<file path="src/rtl/icache_refill_ctrl.sv">
// L1 instruction-cache miss/refill sequencer: stalls fetch on a miss, reads the line, writes it into the cache.
// Define ICACHE_PREFETCH_EN to add a next-line prefetch after every demand refill.
module icache_refill_ctrl #(
    parameter int TIMEOUT = 64,
    parameter int CNT_W   = 16
) (
    input  logic             Clk,
    input  logic             Reset,
    input  logic             fetchValid,
    input  logic [31:0]      fetchAddr,
    input  logic             hit,
    input  logic             redirect,
    output logic             memReq,
    output logic [31:0]      memAddr,
    input  logic             memReady,
    input  logic [127:0]     memData,
    output logic             fillEn,
    output logic [31:0]      fillAddr,
    output logic [127:0]     fillData,
    output logic             stall,
    output logic             busErr,
    output logic [CNT_W-1:0] missCount
);
    localparam int TO_W = $clog2(TIMEOUT + 1);
    localparam logic [TO_W-1:0] TO_LAST = TO_W'(TIMEOUT - 1);

    typedef enum logic [2:0] {
        IDLE    = 3'd0,
        REQ     = 3'd1,
        FILL    = 3'd2,
        REPLAY  = 3'd3
`ifdef ICACHE_PREFETCH_EN
        ,
        PF_REQ  = 3'd4,
        PF_FILL = 3'd5
`endif
    } stateT;

    stateT             stateReg, stateNext;
    logic [31:0]       lineAddrReg, lineAddrNext;
    logic [TO_W-1:0]   timeoutReg, timeoutNext;
    logic [31:0]       fillAddrReg;
    logic [127:0]      lineBufReg;
    logic              busErrReg;
    logic [CNT_W-1:0]  missCountReg;
    logic              redirBitReg;
    logic              miss;
    logic [31:0]       missLine;
    logic              captureLine;
    logic              setBusErr;
    logic              incMiss;
`ifdef ICACHE_PREFETCH_EN
    logic              pendReg;
    logic [31:0]       pendAddrReg;
`endif

    assign miss      = fetchValid && !hit;
    assign missLine  = fetchAddr & 32'hFFFF_FFF0;
    assign memAddr   = lineAddrReg;
    assign fillAddr  = fillAddrReg;
    assign fillData  = lineBufReg;
    assign busErr    = busErrReg;
    assign missCount = missCountReg;

    always_comb begin
        stateNext    = stateReg;
        lineAddrNext = lineAddrReg;
        timeoutNext  = timeoutReg;
        memReq       = 1'b0;
        stall        = 1'b0;
        fillEn       = 1'b0;
        captureLine  = 1'b0;
        setBusErr    = 1'b0;
        incMiss      = 1'b0;
        case (stateReg)
            IDLE: begin
                stall = miss;
                if (miss) begin
                    stateNext    = REQ;
                    lineAddrNext = missLine;
                    timeoutNext  = '0;
                end
            end
            REQ: begin
                memReq = 1'b1;
                stall  = 1'b1;
                // memReady on the final allowed cycle still wins over the timeout
                if (memReady) begin
                    captureLine = 1'b1;
                    stateNext   = FILL;
                end else if (timeoutReg == TO_LAST) begin
                    setBusErr = 1'b1;
                    stateNext = IDLE;
                end else begin
                    timeoutNext = timeoutReg + TO_W'(1);
                end
            end
            FILL: begin
                fillEn    = 1'b1;
                stall     = 1'b1;
                incMiss   = 1'b1;
                stateNext = (redirBitReg || redirect) ? IDLE : REPLAY;
            end
            REPLAY: begin
                stall = 1'b1;
`ifdef ICACHE_PREFETCH_EN
                stateNext    = PF_REQ;
                lineAddrNext = lineAddrReg + 32'd16;
                timeoutNext  = '0;
`else
                stateNext = IDLE;
`endif
            end
`ifdef ICACHE_PREFETCH_EN
            PF_REQ: begin
                memReq = 1'b1;
                stall  = pendReg || miss;
                if (memReady) begin
                    captureLine = 1'b1;
                    stateNext   = PF_FILL;
                end else if (timeoutReg == TO_LAST) begin
                    setBusErr = 1'b1;
                    stateNext = IDLE;
                end else begin
                    timeoutNext = timeoutReg + TO_W'(1);
                end
            end
            PF_FILL: begin
                fillEn = 1'b1;
                stall  = pendReg || miss;
                if (pendReg) begin
                    stateNext    = REQ;
                    lineAddrNext = pendAddrReg;
                    timeoutNext  = '0;
                end else begin
                    stateNext = IDLE;
                end
            end
`endif
            default: stateNext = IDLE;
        endcase
    end

    always_ff @(posedge Clk) begin
        if (Reset) begin
            stateReg     <= IDLE;
            lineAddrReg  <= '0;
            timeoutReg   <= '0;
            fillAddrReg  <= '0;
            lineBufReg   <= '0;
            busErrReg    <= 1'b0;
            missCountReg <= '0;
            redirBitReg  <= 1'b0;
        end else begin
            stateReg    <= stateNext;
            lineAddrReg <= lineAddrNext;
            timeoutReg  <= timeoutNext;
            if (captureLine) begin
                lineBufReg  <= memData;
                fillAddrReg <= lineAddrReg;
            end
            if (setBusErr)
                busErrReg <= 1'b1;
            if (incMiss && (missCountReg != '1))
                missCountReg <= missCountReg + CNT_W'(1);
            // A redirect only changes whether REPLAY is needed; the refill itself always completes
            if (stateNext == IDLE)
                redirBitReg <= 1'b0;
            else if ((stateReg == REQ || stateReg == FILL) && redirect)
                redirBitReg <= 1'b1;
        end
    end

`ifdef ICACHE_PREFETCH_EN
    always_ff @(posedge Clk) begin
        if (Reset) begin
            pendReg     <= 1'b0;
            pendAddrReg <= '0;
        end else if (stateReg == PF_FILL || stateNext == IDLE) begin
            pendReg <= 1'b0;
        end else if (stateReg == PF_REQ && miss && !pendReg) begin
            pendReg     <= 1'b1;
            pendAddrReg <= missLine;
        end
    end
`endif

endmodule

</file>
<file path="config.mk">
export PLATFORM = sky130hd
export DESIGN_NAME = icache_refill_ctrl
export DESIGN_NICKNAME = d
export VERILOG_FILES = /design/src/rtl/icache_refill_ctrl.sv
export SDC_FILE = /design/constraint.sdc
export NUM_CORES = 1
export LEC_CHECK = 0
export BUFFER_PORTS_ARGS = -buffer_cell sky130_fd_sc_hd__buf_2
export CORE_AREA = 2 2 141 247
export DETAILED_ROUTE_END_ITERATION = 7
export DIE_AREA = 0 0 143 249
export PLACE_DENSITY = 0.51
export SYNTH_ARGS = -nofsm -noshare
export SYNTH_HDL_FRONTEND = slang
export SYNTH_SLANG_ARGS = --single-unit
</file>
<file path="constraint.sdc">
create_clock -name Clk -period 3.53 [get_ports Clk]
set_input_delay 0.5295 -clock Clk [delete_from_list [all_inputs] [get_ports Clk]]
set_output_delay 0.5295 -clock Clk [all_outputs]
set_load 0.02 [all_outputs]
</file>
==> results of run 1 <==
==> area by class of cell <==
| cell class | instances | area [µm²] |
|---|---|---|
| clock buffer | 31 | 656 |
| antenna | 1 | 2.50 |
| timing repair buffer | 375 | 1930 |
| clock inverter | 9 | 103 |
| multi-input combinational | 690 | 3140 |
| fill | 3636 | 22900 |
| tap | 455 | 569 |
| sequential | 212 | 4240 |
| inverter | 4 | 15.0 |
==> synth_stat cells, types with 2 or more instances <==
cell,number
sky130_fd_sc_hd__mux2i_1,4
sky130_fd_sc_hd__or4_1,7
sky130_fd_sc_hd__o31ai_1,8
sky130_fd_sc_hd__nor2_1,11
sky130_fd_sc_hd__nor2b_1,3
sky130_fd_sc_hd__o21ai_0,7
sky130_fd_sc_hd__nand2b_1,2
sky130_fd_sc_hd__mux2_2,3
sky130_fd_sc_hd__clkbuf_1,66
sky130_fd_sc_hd__nor3_1,5
sky130_fd_sc_hd__nand3_1,13
sky130_fd_sc_hd__a21oi_1,202
sky130_fd_sc_hd__or3_1,10
sky130_fd_sc_hd__dfxtp_1,212
sky130_fd_sc_hd__nor4b_1,2
sky130_fd_sc_hd__and3_1,2
sky130_fd_sc_hd__nand2_1,378
sky130_fd_sc_hd__nand4_1,5
sky130_fd_sc_hd__buf_4,8
sky130_fd_sc_hd__and2_1,2
sky130_fd_sc_hd__inv_1,4
sky130_fd_sc_hd__ha_1,2
sky130_fd_sc_hd__nor4_1,5
==> cell usage in the layout, fill, tap and decap left out, drive strengths merged, types with 2 or more instances in the layout <==
master,Yosys,routed
a21oi,202,202
and2,2,2
and3,2,2
buf,8,375
bufinv,0,2
clkbuf,66,31
clkinv,0,4
clkinvlp,0,3
conb,1,9
dfxtp,212,212
ha,2,2
inv,4,4
mux2,3,3
mux2i,4,4
nand2,378,378
nand2b,2,2
nand3,13,13
nand4,5,5
nor2,11,11
nor2b,3,3
nor3,5,5
nor4,5,5
nor4b,2,2
o21ai,7,7
o31ai,8,8
or3,10,10
or4,8,8
==> state kept, by name, summed over array words and instances, names as in the netlist <==
signal,count
redirBitReg,1
fillAddr,28
memAddr,28
stateReg,3
busErr,1
timeoutReg,7
fillData,128
missCount,16
==> metrics by stage <==
step / instance area [µm²] / cells / total power (W)
global route: 10700 / 1777 / 0.00531
floorplan: 7690 / 980 / 0.00258
finish: 10700 / 1777 / 0.00509
CTS: 10700 / 1776 / 0.00520
global placement: 9900 / 1736 / 0.00271
detailed placement: 9900 / 1736 / 0.00271
==> critical path, cell delays in order, from the launching register on <==
cell and delay, ns:
sky130_fd_sc_hd__dfxtp_1 0.43, sky130_fd_sc_hd__or3b_4 0.51, sky130_fd_sc_hd__inv_1 0.18, sky130_fd_sc_hd__buf_2 0.20
==> power by group <==
| group | total [W] | internal (W) | switching (W) | leakage (nW) |
|---|---|---|---|---|
| Sequential | 0.00242 | 0.00241 | 0.0000121 | 1.71 |
| Combinational | 0.000232 | 0.0000945 | 0.000137 | 2.44 |
| Clock | 0.00243 | 0.00144 | 0.000988 | 0.367 |
| Total | 0.00509 | 0.00395 | 0.00114 | 4.51 |
==> worst min path at each step <==
stage,endpoint,slack [ns],cells after the start
2_1_floorplan,redirBitReg,0.44,2
3_3_place_gp,fillAddr[9],0.44,2
3_5_place_dp,fillData[124],0.44,2
4_1_cts,fillData[80],0.21,3
5_1_grt,fillData[57],0.22,3
6_report,fillData[80],0.24,3
==> metal layers <==
| metal | up-vias | GRT usage |
|---|---|---|
| met2 | 252 | 0.249 |
| met5 | - | 0 |
| li1 | 3844 | - |
| met3 | 47 | 0.0261 |
| met1 | 3476 | 0.145 |
| met4 | 0 | 0.0614 |
==> cells by family (layout without fill, tap and decap cells) <==
group	count (synthesis)	after routing	synth area share
compound gates	223	223	0.151
fa+ha+maj	2	2	0.00326
buf+inv	78	419	0.0421
flops	212	212	0.554
mux	7	7	0.00963
other cells	1	10	0.000489
simple gates	449	449	0.240
==> summary.txt, run 1 <==
Logic synthesis
  – Number of instances in the synthesized netlist: 972
  – FF+latch count, synth: 212
  – Synthesized area: 7660 µm²
  – Number of library cell types mapped by synthesis: 34
  – Area fraction of the dominant cell type after synthesis: 0.554
  – Synth Flop Type: sky130_fd_sc_hd__dfxtp_1
  – Library cell with the largest summed area after synthesis: sky130_fd_sc_hd__dfxtp_1
  – Avg Inst Size Synth: 7.88 µm²
  – Number of synthesized flops with an enable pin: 0
  – Number of warnings reported in the yosys synthesis log: 0
  – Async set-or-reset flop fraction in the synthesized netlist: 0
  – Sequential cell area fraction in the yosys report: 0.554
  – Dominant cells by area after synthesis: sky130_fd_sc_hd__dfxtp_1 55%, sky130_fd_sc_hd__nand2_1 19%, sky130_fd_sc_hd__a21oi_1 13%, sky130_fd_sc_hd__clkbuf_1 3.2%, sky130_fd_sc_hd__nand3_1 0.85%

Detailed routing
  – Detailed-route wire length per cell: 14.1 µm
  – 1st-iter DRT viols: 297
  – Uppermost layer routed: met4
  – Via/cell ratio: 4.29
  – Remaining design rule violation count: 0
  – Sum of routed wire length over all layers: 25.1 mm
  – Met3 wire len: 1.69 mm
  – Met1 routed wirelength after detailed routing: 9.46 mm
  – DR pass1 iterations: 4
  – WL met2: 13.0 mm
  – Number of routed nets with antenna violations: 0
  – Total via count in the routed design: 7619

STA
  – Summed negative setup slack over all endpoints: 0 ns
  – Worst clock skew on the final layout: 0.00999 ns
  – Pins Over Slew Limit: 0
  – Final min period: 2.38 ns
  – Number of setup violations in the final report: 0
  – RSZ-0062 raised after global routing: no
  – Final clock period utilization by the worst path: 0.674
  – Achievable clock frequency: 421 MHz
  – Hold Worst Slack: 0.243 ns
  – Final number of hold-violating endpoints: 0
  – Measured slew at the worst slew-check pin: 0.751 ns
  – Rel. slew slack: 0.495
  – Smallest setup slack after layout: 1.15 ns

Setup path
  – Critical Path Start: stateReg[1]
  – Crit end category: primary output
  – Req. time, crit path: 3.00 ns
  – Startpoint Class: flip-flop
  – Worst R2R Start: stateReg[1]
  – Critical path type: flip-flop to primary output
  – Arr. time, crit path: 1.85 ns
  – Reg-to-reg endpoint: missCount[15]
  – R2R depth: 4
  – Reg2Reg Setup Slack: 1.28 ns
  – Maximum fanout along the worst path: 15
  – Capturing element of the worst setup path: fillEn

GRT
  – Global-route wire length before repair: 38.6 mm
  – Overflow left after global routing: 0
  – Vias in the first global route: 7106
  – All-Layer GR Usage: 0.135
  – Number of antenna violations at the first check in global routing: 1
  – Largest net degree at the start of global routing: 95

Clocking
  – CTS tree: yes
  – Post-cts resize count: 0
  – Clk pin slew, worst setup/hold paths: 0.06 ns
  – Hold_buf cts: 0
  – Insertion delay of the later-clocked pin in the worst-skew pair: 0.52 ns
  – Max clock buf depth: 3
  – Clk sinks: 212
  – Number of levels in the clock H-tree: 1
  – Post-CTS Repair Setup Buffers: 0
  – TritonCTS buffer count: 23
  – CTS Root Buffer Type: sky130_fd_sc_hd__clkbuf_16

Placed design
  – HPWL after DPL: 17.4 mm
  – IO buf count: 365
  – Worst slack after detailed placement: 1.31 ns
  – Routability cong.: 0.787

Power and ir drop
  – Power density over the cells: 477 nW/µm²
  – Highest ir drop seen on vdd: 0.000363 V
  – Lkg Pwr: 4.51 nW

Floorplan
  – Floorplan core area: 33500 µm²
  – Die H: 249 µm
  – Top-Level Pins: 378
  – Initial core utilization: 0.229
  – Row cnt: 89
  – Overall die area: 35600 µm²
  – Horizontal die dimension: 143 µm

Cells and area
  – Share of cells above drive strength 1: 0.319
  – Area Growth Syn to Fin: 39.2%
  – NumNets Final: 1474
  – Final Util: 0.318

Hold path
  – Worst hold path type: input pin to flip-flop
  – Min-Delay Startpoint: memData[80]

Job
  – Number of max-capacitance violations reported: 0

Status
  – Status: completed
No activity file was read; power rests on OpenSTA's default activity.
==> run 2: changes to the inputs <==
PLACE_DENSITY = 0.53   (was 0.51)
clock period = 1.95 ns   (was 3.53 ns; I/O delays follow)
==> run 2 against run 1 <==
  * Critical path depth is 2 higher
  * Highest routed layer is now met5
  * Flip-flop and latch count stayed put
  * Sequential share of layout area is 6.0 points lower
  * Clock skew hardly changed
  * Die area stayed put
  * Routed wire length is 8.1% higher
  * Total power is 89% higher
  * The flow now finishes with violations (setup timing)
==> summary.txt, run 2 (synthesis results as in run 1) <==
Cells and area
  – Final Util: 0.376
  – Area Growth Syn to Fin: 64.3%
  – Multi-input gate area: 3210 µm²
  – Number of flip-flops under the largest register name: 128
  – Share of cells above drive strength 1: 0.311
  – NumNets Final: 1653
  – Flip-flop and latch area: 4250 µm²
  – Filler Cells Inserted: 3443
  – Leading cell types in the layout, fill and taps excluded: 377 x sky130_fd_sc_hd__nand2_1, 362 x sky130_fd_sc_hd__buf_2, 208 x sky130_fd_sc_hd__dfxtp_1
  – Finished Cell Area: 12600 µm²
  – Leading cell type in the layout, fill and taps excluded: sky130_fd_sc_hd__nand2_1

Setup path
  – Req. time, crit path: 1.66 ns
  – Critical path type: flip-flop to primary output
  – Arr. time, crit path: 1.67 ns
  – Crit end category: primary output
  – Maximum fanout along the worst path: 3
  – Startpoint Class: flip-flop

Clocking
  – Clk sinks: 212
  – Max clock buf depth: 3
  – Clk pin slew, worst setup/hold paths: 0.06 ns
  – Insertion delay of the later-clocked pin in the worst-skew pair: 0.52 ns
  – CTS tree: yes
  – CTS Root Buffer Type: sky130_fd_sc_hd__clkbuf_16
  – Number of levels in the clock H-tree: 1
  – TritonCTS buffer count: 23

Floorplan
  – Top-Level Pins: 378
  – Initial core utilization: 0.229
  – Floorplan core area: 33500 µm²
  – Row cnt: 89
  – Die H: 249 µm
  – Overall die area: 35600 µm²
  – Horizontal die dimension: 143 µm

Placed design
  – Worst slack after detailed placement: -0.0243 ns
  – Post-Place Cell Area: 10200 µm²
  – HPWL after DPL: 18.1 mm
  – Routability cong.: 0.789
  – IO buf count: 365

STA
  – Measured slew at the worst slew-check pin: 0.698 ns
  – Final number of hold-violating endpoints: 0
  – Hold Worst Slack: 0.0289 ns
  – RSZ-0062 raised after global routing: yes
  – Final clock period utilization by the worst path: 1.01
  – Final min period: 1.96 ns
  – Rel. slew slack: 0.530
  – Achievable clock frequency: 509 MHz
  – Worst clock skew on the final layout: 0.00950 ns
  – Number of setup violations in the final report: 2
  – Smallest setup slack after layout: -0.0128 ns
  – Pins Over Slew Limit: 0

Detailed routing
  – Total via count in the routed design: 8370
  – Detailed-route wire length per cell: 13.9 µm
  – Via/cell ratio: 4.27
  – Number of routed nets with antenna violations: 0
  – 1st-iter DRT viols: 298
  – DR pass1 iterations: 4
  – Sum of routed wire length over all layers: 27.1 mm
  – Remaining design rule violation count: 0

Power and ir drop
  – Highest ir drop seen on vdd: 0.000589 V
  – Power density over the cells: 765 nW/µm²
  – Lkg Pwr: 5.33 nW

GRT
  – All-Layer GR Usage: 0.144
  – Global-route wire length before repair: 41.6 mm
  – Number of antenna violations at the first check in global routing: 1
  – Largest net degree at the start of global routing: 78
  – Overflow left after global routing: 0
  – Vias in the first global route: 8113

Status
  – Status: finished, violations left
  – Violated checks: setup timing

Hold path
  – Worst hold path type: input pin to flip-flop

Job
  – Number of max-capacitance violations reported: 0
## run 2: metrics by stage
stage / TNS (ns) / std cells / power, W
after floorplan: 0 / 980 / 0.00468
after global placement: -0.0210 / 1762 / 0.00492
after detailed placement: -0.0243 / 1762 / 0.00493
after CTS: -0.0615 / 1957 / 0.00981
after global routing: -0.181 / 1957 / 0.0100
final: -0.0226 / 1958 / 0.00963
## run 2: timing repair
action | CTS | global route
endpoints found under the setup margin | 2 | 9
hold endpoints to repair | 150 | 0
hold buffers | 150 | 0
buffers inserted | 3 | 0
resized for setup | 9 | 11
pin swaps | 5 | 2
cloned | 0 | 0
## run 2: layout make-up
type / count / area share
clock buffers: 30 / 0.0502
well taps: 455 / 0.0452
repair buffers: 554 / 0.298
multi-input cells: 690 / 0.255
diodes: 1 / 0.000199
flip-flops and latches: 212 / 0.338
clock inverters: 12 / 0.0120
inverters: 4 / 0.00139
## run 2: critical path, cell delays in order (launching register included)
cell                      delay [ns]
sky130_fd_sc_hd__dfxtp_2        0.32
sky130_fd_sc_hd__or3b_4         0.42
sky130_fd_sc_hd__buf_6          0.13
sky130_fd_sc_hd__buf_6          0.12
sky130_fd_sc_hd__inv_4          0.05
sky130_fd_sc_hd__buf_6          0.11
## run 2: power breakdown
| part | total, W | leakage, nW | switching (W) | internal, W |
|---|---|---|---|---|
| Combinational | 0.000691 | 3.24 | 0.000307 | 0.000384 |
| Clock | 0.00455 | 0.381 | 0.00185 | 0.00270 |
| Sequential | 0.00438 | 1.71 | 0.0000204 | 0.00436 |
## run 2: final timing paths
kind,start,end,slack [ns],depth (start not counted)
worst max-delay path,stateReg[2],fillEn,-0.01,5
worst min register to register,fillData[42],fillData[42],0.45,2
worst min-delay path,memData[22],fillData[22],0.03,3
worst max register to register,stateReg[2],missCount[15],-0.01,4
## run 2: layer usage
metal  track usage  up-vias  wire length, µm
li1              -     4218                -
met1         0.156     3835            10400
met2         0.267      261            14100
met3        0.0275       54             1570
met4        0.0631        2             1020
met5             0        -               11
==> run 3: changes to the inputs <==
PLACE_DENSITY = 0.51   (was 0.53)
clock period = 2.1 ns   (was 1.95 ns; I/O delays follow)
==> run 3 against run 2 <==
  * The run now ends clean
  * Sequential power fell by 7.1%
  * Cell count fell by 7.4%
  * Via count fell by 7.5%
  * Critical path depth fell by 1
  * Sequential share of layout area rose by 4.5 points
  * Hold slack improved by 0.0031 ns
  * Non-clock buffer count fell by 144
  * Design area fell by 12%
  * Largest cell class unchanged
==> summary.txt, run 3 (synthesis results as in run 1) <==
Floorplan
  – Overall die area: 35600 µm²
  – Die H: 249 µm
  – Top-Level Pins: 378
  – Horizontal die dimension: 143 µm
  – Floorplan core area: 33500 µm²
  – Row cnt: 89
  – Initial core utilization: 0.229

Setup path
  – Maximum fanout along the worst path: 6
  – Worst R2R Start: stateReg[1]
  – Worst path bufs/invs: 0
  – Highest-delay cell along the critical path: sky130_fd_sc_hd__or4_4
  – R2R depth: 4
  – Req. time, crit path: 2.55 ns
  – Reg2Reg Setup Slack: 0.07 ns
  – Gate family responsible for the most delay along the worst path: simple AND/OR/NAND/NOR gates
  – Cells along the critical path: or3b_4 > or4_4 > or4_4 > a21oi_2
  – Arr. time, crit path: 2.48 ns
  – Crit end category: flip-flop
  – Slowest cell delay on critical path: 0.58 ns
  – Critical path type: flip-flop to flip-flop
  – Most used cell along the critical path: sky130_fd_sc_hd__or4_4
  – Reg-to-reg endpoint: missCount[15]
  – Startpoint Class: flip-flop

Placed design
  – Routability cong.: 0.764
  – HPWL after DPL: 18.1 mm
  – IO buf count: 365

Job
  – Number of max-capacitance violations reported: 0

Detailed routing
  – Detailed-route wire length per cell: 14.1 µm
  – 1st-iter DRT viols: 337
  – Total via count in the routed design: 7742
  – DR pass1 iterations: 4
  – Number of routed nets with antenna violations: 0
  – Remaining design rule violation count: 0
  – Sum of routed wire length over all layers: 25.5 mm
  – Via/cell ratio: 4.27

STA
  – Pins Over Slew Limit: 0
  – Measured slew at the worst slew-check pin: 0.572 ns
  – Achievable clock frequency: 493 MHz
  – Rel. slew slack: 0.616
  – Number of setup violations in the final report: 0
  – Worst clock skew on the final layout: 0.00817 ns
  – Final min period: 2.03 ns
  – Hold Worst Slack: 0.0320 ns
  – Final clock period utilization by the worst path: 0.966
  – Final number of hold-violating endpoints: 0

GRT
  – Largest net degree at the start of global routing: 95
  – Vias in the first global route: 7247
  – Number of antenna violations at the first check in global routing: 2
  – Overflow left after global routing: 0
  – All-Layer GR Usage: 0.136
  – Global-route wire length before repair: 38.8 mm

Status
  – Status: completed

Cells and area
  – Final Util: 0.331
  – NumNets Final: 1509
  – Leading cell type in the layout, fill and taps excluded: sky130_fd_sc_hd__nand2_1
  – Area Growth Syn to Fin: 44.8%
  – Leading cell types in the layout, fill and taps excluded: 377 x sky130_fd_sc_hd__nand2_1, 363 x sky130_fd_sc_hd__buf_2, 212 x sky130_fd_sc_hd__dfxtp_1
  – Filler Cells Inserted: 3612
  – Number of flip-flops under the largest register name: 128
  – Share of cells above drive strength 1: 0.323

Clocking
  – Clk pin slew, worst setup/hold paths: 0.06 ns
  – TritonCTS buffer count: 23
  – Clk sinks: 212
  – Insertion delay of the later-clocked pin in the worst-skew pair: 0.52 ns
  – Number of levels in the clock H-tree: 1
  – Max clock buf depth: 3
  – CTS tree: yes
  – CTS Root Buffer Type: sky130_fd_sc_hd__clkbuf_16

Hold path
  – Endpoint of the worst hold path: fillData[39]
  – Min-Delay Startpoint: memData[39]
  – Worst hold path type: input pin to flip-flop
  – Cells on Worst Hold Path: 3

Power and ir drop
  – Power density over the cells: 781 nW/µm²
  – Lkg Pwr: 4.70 nW
  – Post-layout total power: 0.00867 W
  – Highest ir drop seen on vdd: 0.000535 V
-- run 3: repair_timing --
action,CTS,global route
hold buffers,21,0
resized for setup,2,3
endpoints found under the hold margin,21,0
pin swaps,0,0
buffers inserted,0,0
setup endpoints to repair,1,2
-- run 3: metal layers --
layer	part of all wire	GRT usage	vias to the layer above	wire length (µm)
met1	0.38	0.148	3528	9680
met5	0	0	-	0
met2	0.53	0.251	241	13500
met3	0.059	0.0252	50	1510
li1	-	-	3923	-
met4	0.034	0.0608	0	876
-- run 3: layout make-up --
type	instances	area, µm²	area share
diodes	3	7.51	0.000677
clock buffers	34	677	0.0610
clock inverters	6	93.8	0.00846
inverters	4	15.0	0.00135
multi-input cells	690	3160	0.285
flip-flops and latches	212	4240	0.383
well taps	455	569	0.0513
repair buffers	410	2330	0.210
-- run 3: per-stage QoR --
stage	area [µm²]	setup slack (ns)	setup TNS (ns)	instances
2_1_floorplan	7700	0.0688	0	980
3_3_place_gp	10100	0.0817	0	1750
3_5_place_dp	10100	0.0493	0	1750
4_1_cts	11100	0.0250	0	1811
5_1_grt	11100	-0.00460	-0.00460	1813
6_report	11100	0.0723	0	1814
-- run 3: power breakdown --
part           switching (W)  internal [W]  total, W
logic               0.000244      0.000195  0.000440
clock network        0.00168       0.00248   0.00416
registers          0.0000183       0.00405   0.00407
total                0.00195       0.00672   0.00867
-- run 3: worst register-to-register path, delay by kind of cell (launching register included) --
family             cells  cell delay, ns
AOI/OAI and AO/OA      1            0.13
and+or+nand+nor        3            1.49
DFF                    1            0.33
-- run 3: worst max-delay path by stage --
stage | startpoint | to | slack, ns | depth (start not counted)
2_1_floorplan | stateReg[1] | missCount[15] | 0.07 | 4
3_3_place_gp | stateReg[0] | missCount[14] | 0.08 | 5
3_5_place_dp | stateReg[1] | missCount[14] | 0.05 | 5
4_1_cts | stateReg[1] | missCount[14] | 0.02 | 5
5_1_grt | stateReg[0] | missCount[14] | -0.005 | 5
6_report | stateReg[1] | missCount[15] | 0.07 | 4
